==> config.mk <==
export PLATFORM = sky130hd
export DESIGN_NAME = fifo_mp
export DESIGN_NICKNAME = d
export VERILOG_FILES = /design/src/rtl/fifo_mp.sv
export SDC_FILE = /design/constraint.sdc
export NUM_CORES = 1
export LEC_CHECK = 0
export BUFFER_PORTS_ARGS = -buffer_cell sky130_fd_sc_hd__buf_2
export CAP_MARGIN = 20
export CELL_PAD_IN_SITES_DETAIL_PLACEMENT = 1
export CELL_PAD_IN_SITES_GLOBAL_PLACEMENT = 2
export CORE_ASPECT_RATIO = 1.75
export CORE_UTILIZATION = 49
export DETAILED_ROUTE_END_ITERATION = 16
export PLACE_DENSITY_LB_ADDON = 0.05
export SETUP_SLACK_MARGIN = 0.1
export SLEW_MARGIN = 30
export SYNTH_ARGS = -nofsm -noshare
export SYNTH_HDL_FRONTEND = slang
export SYNTH_SLANG_ARGS = --single-unit
==> constraint.sdc <==
create_clock -name clk_i -period 8.2 [get_ports clk_i]
set_input_delay 1.64 -clock clk_i [delete_from_list [all_inputs] [get_ports clk_i]]
set_output_delay 1.64 -clock clk_i [all_outputs]
set_load 0.1 [all_outputs]
==> src/rtl/fifo_mp.sv <==
// -----------------------------------------------------------------------------
// fifo_mp
//   Multi-port circular FIFO for superscalar fetch/dispatch queues.
//   Up to PUSH_W entries may be enqueued and up to POP_W entries dequeued
//   in one cycle. All 2^DEPTH_POW2 entries are usable because the head and
//   tail pointers carry an extra wrap bit. The read side is show-ahead: the
//   oldest POP_W entries are always presented combinationally, and a pop
//   consumes what is presented in that same cycle.
//
// Ports
//   clk_i          system clock
//   reset_i        asynchronous active-low reset (pointers and error flags)
//   flush_i        synchronous clear of all entries, highest priority
//   push_cnt_i     number of lanes of write_data_i to enqueue this cycle
//   write_data_i   PUSH_W lanes, lane 0 is oldest in program order
//   pop_cnt_i      number of entries to dequeue this cycle
//   read_data_o    POP_W lanes, lane k = entry at head+k
//   read_valid_o   bit k set when lane k holds a live entry
//   count_o        occupied entries
//   free_o         unoccupied entries
//   full_o         queue full
//   empty_o        queue empty
//   almost_full_o  count_o >= AFULL_THRESH
//   overflow_o     one-cycle pulse after a rejected push
//   underflow_o    one-cycle pulse after a rejected pop
// -----------------------------------------------------------------------------
module fifo_mp #(
    parameter int WIDTH        = 32,
    parameter int DEPTH_POW2   = 3,
    parameter int PUSH_W       = 2,
    parameter int POP_W        = 2,
    parameter int AFULL_THRESH = 6
) (
    input  logic                             clk_i,
    input  logic                             reset_i,
    input  logic                             flush_i,
    input  logic [$clog2(PUSH_W+1)-1:0]      push_cnt_i,
    input  logic [PUSH_W-1:0][WIDTH-1:0]     write_data_i,
    input  logic [$clog2(POP_W+1)-1:0]       pop_cnt_i,
    output logic [POP_W-1:0][WIDTH-1:0]      read_data_o,
    output logic [POP_W-1:0]                 read_valid_o,
    output logic [DEPTH_POW2:0]              count_o,
    output logic [DEPTH_POW2:0]              free_o,
    output logic                             full_o,
    output logic                             empty_o,
    output logic                             almost_full_o,
    output logic                             overflow_o,
    output logic                             underflow_o
);

    localparam int DEPTH = 1 << DEPTH_POW2;
    localparam int PTR_W = DEPTH_POW2 + 1;

    typedef logic [PTR_W-1:0]      ptr_t;
    typedef logic [DEPTH_POW2-1:0] idx_t;

    // -------------------------------------------------------------------------
    // Parameter sanity, caught at elaboration
    // -------------------------------------------------------------------------
    if (DEPTH_POW2 < 1) begin : g_bad_depth
        $error("fifo_mp: DEPTH_POW2 must be >= 1");
    end
    if (PUSH_W < 1 || PUSH_W > (1 << DEPTH_POW2)) begin : g_bad_push_w
        $error("fifo_mp: PUSH_W must be in 1..2^DEPTH_POW2");
    end
    if (POP_W < 1 || POP_W > (1 << DEPTH_POW2)) begin : g_bad_pop_w
        $error("fifo_mp: POP_W must be in 1..2^DEPTH_POW2");
    end
    if (AFULL_THRESH > (1 << DEPTH_POW2)) begin : g_bad_afull
        $error("fifo_mp: AFULL_THRESH must be <= 2^DEPTH_POW2");
    end

    // -------------------------------------------------------------------------
    // Helpers
    // -------------------------------------------------------------------------
    // Storage index of the entry 'off' places after pointer 'base'. The
    // addition runs on the full pointer width and the wrap bit is dropped,
    // so multi-entry accesses split across the last index naturally.
    function automatic idx_t slot(input ptr_t base, input int off);
        ptr_t sum;
        sum = base + ptr_t'(off);
        return sum[DEPTH_POW2-1:0];
    endfunction

    // All-or-nothing acceptance: a request fits only if it is within the
    // lane limit and within the room available at the start of the cycle.
    // Out-of-range counts are therefore rejected rather than corrupting the
    // pointers.
    function automatic logic fits(input int req, input int lane_max, input int room);
        return (req <= lane_max) && (req <= room);
    endfunction

    // -------------------------------------------------------------------------
    // State
    // -------------------------------------------------------------------------
    logic [WIDTH-1:0] r_mem [DEPTH];
    ptr_t             r_head;
    ptr_t             r_tail;
    logic             r_overflow;
    logic             r_underflow;

    ptr_t             w_count;
    ptr_t             w_free;
    logic             w_push_ok;
    logic             w_pop_ok;
    logic             w_push_do;
    logic [PUSH_W-1:0] w_lane_we;

    // -------------------------------------------------------------------------
    // Occupancy and acceptance
    // -------------------------------------------------------------------------
    assign w_count = r_tail - r_head;
    assign w_free  = ptr_t'(DEPTH) - w_count;

    // Push is judged against free space before any same-cycle pop, so a pop
    // never makes room for a push in the same cycle.
    assign w_push_ok = fits(int'(push_cnt_i), PUSH_W, int'(w_free));
    assign w_pop_ok  = fits(int'(pop_cnt_i), POP_W, int'(w_count));
    assign w_push_do = w_push_ok && !flush_i;

    always_comb begin
        w_lane_we = '0;
        for (int k = 0; k < PUSH_W; k++) begin
            w_lane_we[k] = w_push_do && (k < int'(push_cnt_i));
        end
    end

    // -------------------------------------------------------------------------
    // Pointer and error-flag registers
    // -------------------------------------------------------------------------
    always_ff @(posedge clk_i or negedge reset_i) begin
        if (!reset_i) begin
            r_head      <= '0;
            r_tail      <= '0;
            r_overflow  <= 1'b0;
            r_underflow <= 1'b0;
        end else if (flush_i) begin
            // Flush discards any push/pop in the same cycle and raises no error.
            r_head      <= '0;
            r_tail      <= '0;
            r_overflow  <= 1'b0;
            r_underflow <= 1'b0;
        end else begin
            if (w_pop_ok) begin
                r_head <= r_head + ptr_t'(pop_cnt_i);
            end
            if (w_push_ok) begin
                r_tail <= r_tail + ptr_t'(push_cnt_i);
            end
            // A zero count always fits, so these only fire on real rejections.
            r_overflow  <= !w_push_ok;
            r_underflow <= !w_pop_ok;
        end
    end

    // -------------------------------------------------------------------------
    // Entry storage (not reset; contents only matter once pushed)
    // -------------------------------------------------------------------------
    always_ff @(posedge clk_i) begin
        for (int k = 0; k < PUSH_W; k++) begin
            if (w_lane_we[k]) begin
                r_mem[slot(r_tail, k)] <= write_data_i[k];
            end
        end
    end

    // -------------------------------------------------------------------------
    // Show-ahead read path, straight from registers (no write bypass)
    // -------------------------------------------------------------------------
    always_comb begin
        read_data_o  = '0;
        read_valid_o = '0;
        for (int k = 0; k < POP_W; k++) begin
            read_data_o[k]  = r_mem[slot(r_head, k)];
            read_valid_o[k] = (k < int'(w_count));
        end
    end

    assign count_o       = w_count;
    assign free_o        = w_free;
    assign full_o        = (w_count == ptr_t'(DEPTH));
    assign empty_o       = (w_count == '0);
    assign almost_full_o = (int'(w_count) >= AFULL_THRESH);
    assign overflow_o    = r_overflow;
    assign underflow_o   = r_underflow;

    // -------------------------------------------------------------------------
    // Illegal request counts
    // -------------------------------------------------------------------------
    always @(posedge clk_i) begin
        if (reset_i) begin
            assert (int'(push_cnt_i) <= PUSH_W)
            else $error("fifo_mp: push_cnt_i=%0d exceeds PUSH_W=%0d", push_cnt_i, PUSH_W);
            assert (int'(pop_cnt_i) <= POP_W)
            else $error("fifo_mp: pop_cnt_i=%0d exceeds POP_W=%0d", pop_cnt_i, POP_W);
        end
    end

endmodule
==> metrics.log, run 1 <==
[metrics] total number of nets in the final design: 1176
[metrics] number of warning messages in the yosys log: 0
[metrics] Starting Density: 50.0%
[metrics] number of rows in the core area: 88
[metrics] number of detailed-routing iterations run before antenna repair: 5
[metrics] critical register-to-register path startpoint: r_head[0]$_DFFE_PN0N_
[metrics] clock root cell: sky130_fd_sc_hd__clkbuf_16
[metrics] number of top-level pins: 150
[metrics] total of flip-flops plus latches after synthesis: 266
[metrics] Vias/cell: 6.10
[metrics] mean instance size in the synthesized netlist: 17.4 um2
[metrics] nature of the critical path endpoint: primary output
[metrics] net count after synthesis: 1043
[metrics] pin slew with the least headroom to its limit: 869 ps
[metrics] total of fill cells in the finished design: 3117
[metrics] Worst slew margin: 42.0%
[metrics] DRC marker count from the first detailed-route iteration: 497
[metrics] classification of the worst-slack hold path: reg2reg
[metrics] Max Fanout on Critical Path: 46
[metrics] min Tclk post-route: 5300 ps
[metrics] Yosys top cell area share: 46.2%
[metrics] number of buffers added on ports: 149
[metrics] Final Hold Fails: 0
[metrics] Max Fclk: 189 MHz
[metrics] initial antenna violation count: 1
[metrics] worst-path cell chain: ha_4 -> xor2_4 -> buf_4 -> mux2_2 -> buf_2
[metrics] TritonCTS clock tree: yes
[metrics] slowest stage delay, CP: 970 ps
[metrics] number of standard cells after synthesis: 955
[metrics] via count of the first global-routing pass: 10594
[metrics] number of vias after detailed routing: 9507
[metrics] CP Launch Point: r_head[0]$_DFFE_PN0N_
[metrics] async set-reset flop share out of synthesis: 3.76%
[metrics] Worst Clk Skew: 9.26 ps
[metrics] fraction of final layout cells sized beyond drive strength 1: 59.1%
[metrics] Critical Path Source Type: register
[metrics] count of cells resized by post-cts repair: 0
[metrics] hold path startpoint: r_tail[3]$_DFFE_PN0N_
[metrics] count of pins over their slew limit: 0
[metrics] data arrival time of the critical path: 3660 ps
[metrics] Yosys top cell by area: sky130_fd_sc_hd__edfxtp_1
[metrics] wire length of the first global-routing pass: 66000 um
[metrics] number of clock sinks seen by CTS: 266
[metrics] crit share post-route: 64.6%
[metrics] commonest cells in the netlist: 256 x sky130_fd_sc_hd__edfxtp_1, 232 x sky130_fd_sc_hd__mux2_4, 128 x sky130_fd_sc_hd__mux4_2
[metrics] maximum number of pins on one net before global-route repair: 47
[metrics] die extent in y: 246 um
[metrics] number of CTS-inserted buffers: 27
[metrics] gpl congestion: 0.803
[metrics] number of enable flip-flop cells after synthesis: 256
[metrics] n_diodes: 0
[metrics] x dimension of the die: 141 um
[metrics] sequential fraction of the synthesis area: 47.7%
[metrics] total wire length: 43900 um
[metrics] Most used DFF post-synth: sky130_fd_sc_hd__edfxtp_1
[metrics] deepest clock path buffer count: 3
[metrics] residual overflow from global routing: 0
[metrics] die footprint: 34700 um2
[metrics] Post-CTS Setup Repair Bufs: 0
[metrics] count of nets left with antenna violations after detail routing: 0
[metrics] dominant cell by count in the synthesized netlist: sky130_fd_sc_hd__edfxtp_1
[metrics] Critical Setup Path Class: reg2out
[metrics] number of buffers inserted by hold repair at cts: 0
[metrics] clk_lat worst skew: 560 ps
[metrics] Unique masters post-synth: 39
[metrics] area growth from synthesis to final layout: 12.2%
[metrics] clock transition at the registers of the reported paths: 70 ps
[metrics] outcome: finished clean
[metrics] per-cell routed wire length: 28.2 um
[metrics] CP max-delay cell: sky130_fd_sc_hd__dfrtp_4
[metrics] total global-route track usage: 26.2%
[metrics] WP data required: 6560 ps
[metrics] Max Cap Viol: 0
[metrics] post-synthesis instance area: 16600 um2
[metrics] number of endpoints failing setup at the final stage: 0
[metrics] placeable core region: 33300 um2
[metrics] Final TNS setup: 0 ps
[metrics] DRC violations left: 0
[metrics] Max H-tree Level: 1
[metrics] setup repair after global routing missed its margin: no
[metrics] top cells by area, synth: sky130_fd_sc_hd__edfxtp_1 46%, sky130_fd_sc_hd__mux2_4 21%, sky130_fd_sc_hd__mux4_2 17%, sky130_fd_sc_hd__mux2_2 3.8%, sky130_fd_sc_hd__nand2_1 2.3%
[metrics] detailed-placement wirelength estimate: 26400 um
-- final timing paths --
| check | to | slack, ps | cells past startpoint |
|---|---|---|---|
| max reg2reg | r_mem[4][24]$_DFFE_PP_ | 3180 | 13 |
| min in group asynchronous | underflow_o$_DFF_PN0_ | 950 | 1 |
| max | read_data_o[36] | 2900 | 5 |
| min | r_tail[3]$_DFFE_PN0N_ | 600 | 2 |
| min reg2reg | r_tail[3]$_DFFE_PN0N_ | 600 | 2 |
| max in group asynchronous | r_head[1]$_DFFE_PN0N_ | 7010 | 1 |
-- metal layers --
layer / routed length, um / track usage (%)
met4: 1070 / 8.50
met3: 1470 / 2.71
met5: 12 / 0
met2: 25200 / 50.9
met1: 16200 / 29.3
-- worst max-delay path: cells and delay by family, from the launching register on --
| kind | cells | cell delay [ps] |
|---|---|---|
| xor+xnor | 1 | 700 |
| mux | 1 | 410 |
| fa+ha+maj | 1 | 270 |
| flops | 1 | 970 |
| buf+inv | 2 | 730 |
-- through the flow --
| stage | area, um2 | util (%) | hold WS, ps | instances | worst slack (ps) |
|---|---|---|---|---|---|
| floorplan | 16600 | - | 540 | 955 | 1350 |
| global placement | 17700 | 53.2 | 580 | 1508 | 3240 |
| detailed placement | 17800 | 53.4 | 590 | 1509 | 3130 |
| CTS | 18700 | 56.1 | 600 | 1558 | 2780 |
| global route | 18700 | 56.1 | 635 | 1558 | 2720 |
| finish | 18700 | 56.1 | 596 | 1558 | 2900 |
-- cells in the final DEF (no fill, tap or decap), types with 2 or more instances in the layout --
cell and count:
sky130_fd_sc_hd__mux2i_1 4, sky130_fd_sc_hd__nor2_1 10, sky130_fd_sc_hd__buf_2 149, sky130_fd_sc_hd__buf_4 18
sky130_fd_sc_hd__inv_1 15, sky130_fd_sc_hd__ha_1 13, sky130_fd_sc_hd__clkinv_2 6, sky130_fd_sc_hd__dfrtp_1 7
sky130_fd_sc_hd__mux2_2 56, sky130_fd_sc_hd__nand3_1 6, sky130_fd_sc_hd__a31o_2 6, sky130_fd_sc_hd__xnor2_1 4
sky130_fd_sc_hd__fa_1 3, sky130_fd_sc_hd__a41o_4 4, sky130_fd_sc_hd__o21ai_0 4, sky130_fd_sc_hd__nand2_1 102
sky130_fd_sc_hd__inv_2 2, sky130_fd_sc_hd__clkinvlp_4 2, sky130_fd_sc_hd__dfrtp_4 2, sky130_fd_sc_hd__a21oi_1 10
sky130_fd_sc_hd__or3_1 2, sky130_fd_sc_hd__mux2_4 232, sky130_fd_sc_hd__nor3_4 8, sky130_fd_sc_hd__mux4_2 128
sky130_fd_sc_hd__clkinv_1 5, sky130_fd_sc_hd__clkbuf_1 3, sky130_fd_sc_hd__bufinv_16 4, sky130_fd_sc_hd__edfxtp_1 256
sky130_fd_sc_hd__clkbuf_16 27
-- layout make-up --
type                       instances  area (um2)  area share [%]
clock buffer                      30         687            3.68
clock inverter                    19         209            1.12
inverter                          17        63.8           0.342
multi-input combinational        607        8280            44.4
sequential                       266        7950            42.6
tap                              450         563            3.02
timing repair buffer             169         912            4.89
-- sequential cells by signal, indices dropped and copies added, names as in the netlist --
signal and count:
overflow_o 1, r_head 4, r_tail 4, underflow_o 1, r_mem 256
-- cells by family (layout without fill, tap and decap cells) --
kind of cell / Yosys count / count (layout) / share of synthesized area, %
xor gates and xnor gates: 8 / 8 / 0.564
and+or+nand+nor: 133 / 133 / 3.86
AOI/OAI and AO/OA: 29 / 29 / 1.20
adders and majority gates: 17 / 17 / 1.41
buffers and inverters: 82 / 235 / 2.98
muxes: 420 / 420 / 42.3
DFF: 266 / 266 / 47.7
Power of run 1 is left out: the tool's default activity adds up to more than one toggle a clock period on the data nets, which glitch-free logic cannot reach.
==> run 2: changes to the inputs <==
--- a/config.mk
+++ b/config.mk
@@ -10,7 +10,7 @@
 export CELL_PAD_IN_SITES_DETAIL_PLACEMENT = 1
 export CELL_PAD_IN_SITES_GLOBAL_PLACEMENT = 2
 export CORE_ASPECT_RATIO = 1.75
-export CORE_UTILIZATION = 49
+export CORE_UTILIZATION = 46
 export DETAILED_ROUTE_END_ITERATION = 16
 export PLACE_DENSITY_LB_ADDON = 0.05
 export SETUP_SLACK_MARGIN = 0.1
==> constraint.sdc (replaced) <==
create_clock -name clk_i -period 4.9 [get_ports clk_i]
set_input_delay 0.98 -clock clk_i [delete_from_list [all_inputs] [get_ports clk_i]]
set_output_delay 0.98 -clock clk_i [all_outputs]
set_load 0.1 [all_outputs]
==> run 2 against run 1 <==
- non-clock buffer count up 18
- register-to-register slack got worse by 2700 ps
- via count is 1.1% lower
- sequential cell count unchanged
- cell area up 2.1%
==> metrics.log, run 2 (synthesis gave the netlist of run 1 again) <==
[metrics] number of buffer and inverter stages on the critical path: 3
[metrics] fraction of final layout cells sized beyond drive strength 1: 60.4%
[metrics] x dimension of the die: 146 um
[metrics] CP max-delay cell: sky130_fd_sc_hd__buf_4
[metrics] outcome: finished clean
[metrics] number of vias after detailed routing: 9400
[metrics] WP data required: 3920 ps
[metrics] Worst slew margin: 46.2%
[metrics] DRC violations left: 0
[metrics] Max H-tree Level: 1
[metrics] total number of nets in the final design: 1194
[metrics] Post-CTS Setup Repair Bufs: 0
[metrics] crit path capture: read_data_o[41]
[metrics] worst r2r path cells: 14
[metrics] clk_lat worst skew: 560 ps
[metrics] crit share post-route: 91.0%
[metrics] number of buffers added on ports: 149
[metrics] n_diodes: 0
[metrics] Max Fanout on Critical Path: 88
[metrics] area growth from synthesis to final layout: 14.5%
[metrics] number of buffers inserted by hold repair at cts: 0
[metrics] pin slew with the least headroom to its limit: 807 ps
[metrics] Max Cap Viol: 0
[metrics] clock root cell: sky130_fd_sc_hd__clkbuf_16
[metrics] placeable core region: 35400 um2
[metrics] Vias/cell: 5.91
[metrics] number of endpoints failing setup at the final stage: 0
[metrics] die footprint: 37000 um2
[metrics] data arrival time of the critical path: 3480 ps
[metrics] critical register-to-register path startpoint: r_tail[0]$_DFFE_PN0N_
[metrics] path length in cells of the critical path: 5
[metrics] number of detailed-routing iterations run before antenna repair: 4
[metrics] count of cells resized by post-cts repair: 0
[metrics] wire length of the first global-routing pass: 67400 um
[metrics] total global-route track usage: 25.0%
[metrics] number of clock sinks seen by CTS: 266
[metrics] Final Hold Fails: 0
[metrics] min Tclk post-route: 4460 ps
[metrics] Max Fclk: 224 MHz
[metrics] Final TNS setup: 0 ps
[metrics] clock transition at the registers of the reported paths: 60 ps
[metrics] nature of the critical path endpoint: primary output
[metrics] worst reg2reg setup slack: 520 ps
[metrics] CP Launch Point: r_head[0]$_DFFE_PN0N_
[metrics] Worst path top cell family by delay: buffers and inverters
[metrics] number of CTS-inserted buffers: 27
[metrics] Regs by FF count: r_mem x256, r_head x4, r_tail x4
[metrics] Starting Density: 47.0%
[metrics] Worst R2R End: r_mem[2][7]$_DFFE_PP_
[metrics] count of pins over their slew limit: 0
[metrics] deepest clock path buffer count: 3
[metrics] die extent in y: 254 um
[metrics] per-cell routed wire length: 28.5 um
[metrics] detailed-placement wirelength estimate: 29800 um
[metrics] number of flip-flops in the largest register: 256
[metrics] initial antenna violation count: 0
[metrics] Critical Setup Path Class: reg2out
[metrics] worst-path cell chain: buf_12 -> buf_4 -> mux4_2 -> mux2_2 -> buf_2
[metrics] setup repair after global routing missed its margin: no
[metrics] via count of the first global-routing pass: 10572
[metrics] classification of the worst-slack hold path: in2async
[metrics] DRC marker count from the first detailed-route iteration: 380
[metrics] Worst Clk Skew: 10.6 ps
[metrics] gpl congestion: 0.762
[metrics] slowest stage delay, CP: 710 ps
[metrics] number of rows in the core area: 91
[metrics] count of nets left with antenna violations after detail routing: 0
[metrics] most common cell after layout, fill and taps aside: sky130_fd_sc_hd__edfxtp_1
[metrics] number of top-level pins: 150
[metrics] residual overflow from global routing: 0
[metrics] maximum number of pins on one net before global-route repair: 89
[metrics] Critical Path Source Type: register
[metrics] TritonCTS clock tree: yes
[metrics] register ranked first by flip-flop count: r_mem
[metrics] most frequent cells in the layout: 256 x sky130_fd_sc_hd__edfxtp_1, 232 x sky130_fd_sc_hd__mux2_4, 149 x sky130_fd_sc_hd__buf_2
[metrics] total wire length: 45300 um
run 2: changes by cell type in the layout (fill, tap and decap cells not counted), sizes merged:
cell | before | now
buf | 169 | 187
bufinv | 4 | 7
clkinv | 12 | 10
clkinvlp | 2 | 4
inv | 18 | 16
clkbuf | 30 | 29
run 2: per-stage QoR:
step | hold WS [ps] | cells | cell area (um2) | utilization (%) | setup slack (ps)
detailed placement | 589 | 1542 | 18100 | 51.1 | 506
finish | 296 | 1591 | 19100 | 53.8 | 442
floorplan | 540 | 955 | 16800 | - | 21.6
CTS | 283 | 1591 | 19100 | 53.8 | 377
global route | 302 | 1591 | 19100 | 53.8 | 273
global placement | 582 | 1542 | 18100 | 51.1 | 587
run 2: layout make-up:
cell class / instances / area (um2)
inverters: 17 / 67.6
clock inverters: 20 / 277
clock buffers: 29 / 683
multi-input cells: 607 / 8340
well taps: 465 / 582
repair buffers: 187 / 1160
flip-flops and latches: 266 / 7950
fillers: 3308 / 16400
run 2: how the worst min path moves through the flow:
stage,depth (start not counted),from,endpoint
final,1,reset_i,r_tail[2]$_DFFE_PN0N_
after global routing,1,reset_i,overflow_o$_DFF_PN0_
after detailed placement,2,r_tail[3]$_DFFE_PN0N_,r_tail[3]$_DFFE_PN0N_
after floorplan,2,r_tail[3]$_DFFE_PN0N_,r_tail[3]$_DFFE_PN0N_
after CTS,1,reset_i,overflow_o$_DFF_PN0_
after global placement,2,r_tail[3]$_DFFE_PN0N_,r_tail[3]$_DFFE_PN0N_
run 2: metal layers:
layer	global-route usage, %	vias up	part of all wire (%)
met5	0	-	0
met4	7.25	0	2.3
met3	2.08	64	2.8
met2	50.6	191	59
met1	27.2	5008	36
li1	-	4137	-
Power of run 2 is left out for the same reason.
==> run 3: changes to the inputs <==
--- a/config.mk
+++ b/config.mk
@@ -12,6 +12,7 @@
 export CORE_ASPECT_RATIO = 1.75
 export CORE_UTILIZATION = 46
 export DETAILED_ROUTE_END_ITERATION = 16
+export MAX_ROUTING_LAYER = met4
 export PLACE_DENSITY_LB_ADDON = 0.05
 export SETUP_SLACK_MARGIN = 0.1
 export SLEW_MARGIN = 30
==> run 3 against run 2 <==
- maximum frequency increased by 0.94%
- sequential share of layout area unchanged
- non-clock buffer count unchanged
- critical path depth unchanged
- largest cell class unchanged
==> metrics.log, run 3 (synthesis gave the netlist of run 1 again) <==
[metrics] outcome: finished clean
[metrics] die footprint: 37000 um2
[metrics] Worst Clk Skew: 8.62 ps
[metrics] met3 Use GR: 2.03%
[metrics] via count of the first global-routing pass: 10595
[metrics] Max Fanout on Critical Path: 88
[metrics] GR peak layer: met2
[metrics] min Tclk post-route: 4420 ps
[metrics] Post-DP Area: 18100 um2
[metrics] worst slack at placement: 506 ps
[metrics] number of endpoints failing setup at the final stage: 0
[metrics] placeable core region: 35400 um2
[metrics] fraction of final layout cells sized beyond drive strength 1: 60.4%
[metrics] total global-route track usage: 25.7%
[metrics] count of cells resized by post-cts repair: 0
[metrics] initial antenna violation count: 0
[metrics] classification of the worst-slack hold path: in2async
[metrics] Regs by FF count: r_mem x256, r_head x4, r_tail x4
[metrics] post-layout worst setup margin: 483 ps
[metrics] count of pins over their slew limit: 0
[metrics] number of clock sinks seen by CTS: 266
[metrics] number of buffers added on ports: 149
[metrics] Post-CTS Setup Repair Bufs: 0
[metrics] Vias/cell: 5.92
[metrics] Final TNS setup: 0 ps
[metrics] Max H-tree Level: 1
[metrics] count of nets left with antenna violations after detail routing: 0
[metrics] number of buffers inserted by hold repair at cts: 0
[metrics] TritonCTS clock tree: yes
[metrics] total of fill cells in the finished design: 3308
[metrics] Worst slew margin: 45.6%
[metrics] Max Fclk: 226 MHz
[metrics] Critical Setup Path Class: reg2out
[metrics] data arrival time of the critical path: 3440 ps
[metrics] clock transition at the registers of the reported paths: 60 ps
[metrics] Max Cap Viol: 0
[metrics] crit share post-route: 90.1%
[metrics] number of rows in the core area: 91
[metrics] total number of nets in the final design: 1194
[metrics] number of CTS-inserted buffers: 27
[metrics] pin slew with the least headroom to its limit: 815 ps
[metrics] setup repair after global routing missed its margin: no
[metrics] area growth from synthesis to final layout: 14.5%
[metrics] x dimension of the die: 146 um
[metrics] number of flip-flops in the largest register: 256
[metrics] gpl congestion: 0.772
[metrics] Starting Density: 47.0%
[metrics] die extent in y: 254 um
[metrics] per-cell routed wire length: 28.5 um
[metrics] most frequent cells in the layout: 256 x sky130_fd_sc_hd__edfxtp_1, 232 x sky130_fd_sc_hd__mux2_4, 149 x sky130_fd_sc_hd__buf_2
[metrics] DRC violations left: 0
[metrics] detailed-placement wirelength estimate: 29800 um
[metrics] DRC marker count from the first detailed-route iteration: 378
[metrics] total wire length: 45300 um
[metrics] Design Area, Final: 19100 um2
[metrics] n_diodes: 0
[metrics] most common cell after layout, fill and taps aside: sky130_fd_sc_hd__edfxtp_1
[metrics] clk_lat worst skew: 550 ps
[metrics] Final Hold Fails: 0
[metrics] GR Layer Usage met2: 50.6%
[metrics] register ranked first by flip-flop count: r_mem
[metrics] deepest clock path buffer count: 3
[metrics] met1 track demand over resource in global routing: 27.1%
[metrics] nature of the critical path endpoint: primary output
[metrics] maximum number of pins on one net before global-route repair: 89
[metrics] clock root cell: sky130_fd_sc_hd__clkbuf_16
[metrics] WP data required: 3920 ps
[metrics] number of vias after detailed routing: 9416
[metrics] Critical Path Source Type: register
[metrics] residual overflow from global routing: 0
[metrics] wire length of the first global-routing pass: 67300 um
[metrics] number of detailed-routing iterations run before antenna repair: 4
[metrics] number of top-level pins: 150
==> run 3: cell counts in the layout (fill, tap and decap cells not counted) <==
No cell type changed its count.
==> run 3: layout make-up <==
class	count	area [um2]	area share [%]
Clock buffer	29	683	3.59
Clock inverter	20	277	1.45
Inverter	17	67.6	0.355
Multi-Input combinational cell	607	8340	43.8
Sequential cell	266	7950	41.7
Tap cell	465	582	3.05
Timing Repair Buffer	187	1160	6.07
==> run 3: path summary, 6_finish.rpt <==
path	start	endpoint	slack [ps]	cells after the start
setup / recovery	r_head[0]$_DFFE_PN0N_	read_data_o[41]	480	5
hold / removal	reset_i	r_tail[2]$_DFFE_PN0N_	290	1
setup reg to reg	r_tail[0]$_DFFE_PN0N_	r_mem[2][11]$_DFFE_PP_	530	14
hold reg to reg	r_tail[3]$_DFFE_PN0N_	r_tail[3]$_DFFE_PN0N_	600	2
max in group asynchronous	reset_i	r_head[0]$_DFFE_PN0N_	4360	1
min in group clk_i	r_tail[3]$_DFFE_PN0N_	r_tail[3]$_DFFE_PN0N_	600	2
==> run 3: metrics by stage <==
stage,util [%],cells,hold slack (ps)
floorplan,-,955,540
global placement,51.1,1542,582
detailed placement,51.1,1542,589
CTS,53.8,1591,283
global route,53.8,1591,302
finish,53.8,1591,293
==> run 3: metal layers <==
layer / part of all wire, % / vias to the layer above
li1: - / 4138
met4: 2.3 / 0
met5: 0 / -
met2: 59 / 215
met3: 2.9 / 62
met1: 36 / 5001
==> run 3: critical path, cell delays in order (launching register included) <==
cell and delay [ps]:
sky130_fd_sc_hd__dfrtp_4 420, sky130_fd_sc_hd__buf_12 480, sky130_fd_sc_hd__buf_4 710, sky130_fd_sc_hd__mux4_2 640, sky130_fd_sc_hd__mux2_2 290, sky130_fd_sc_hd__buf_2 290
Power of run 3 is left out for the same reason.
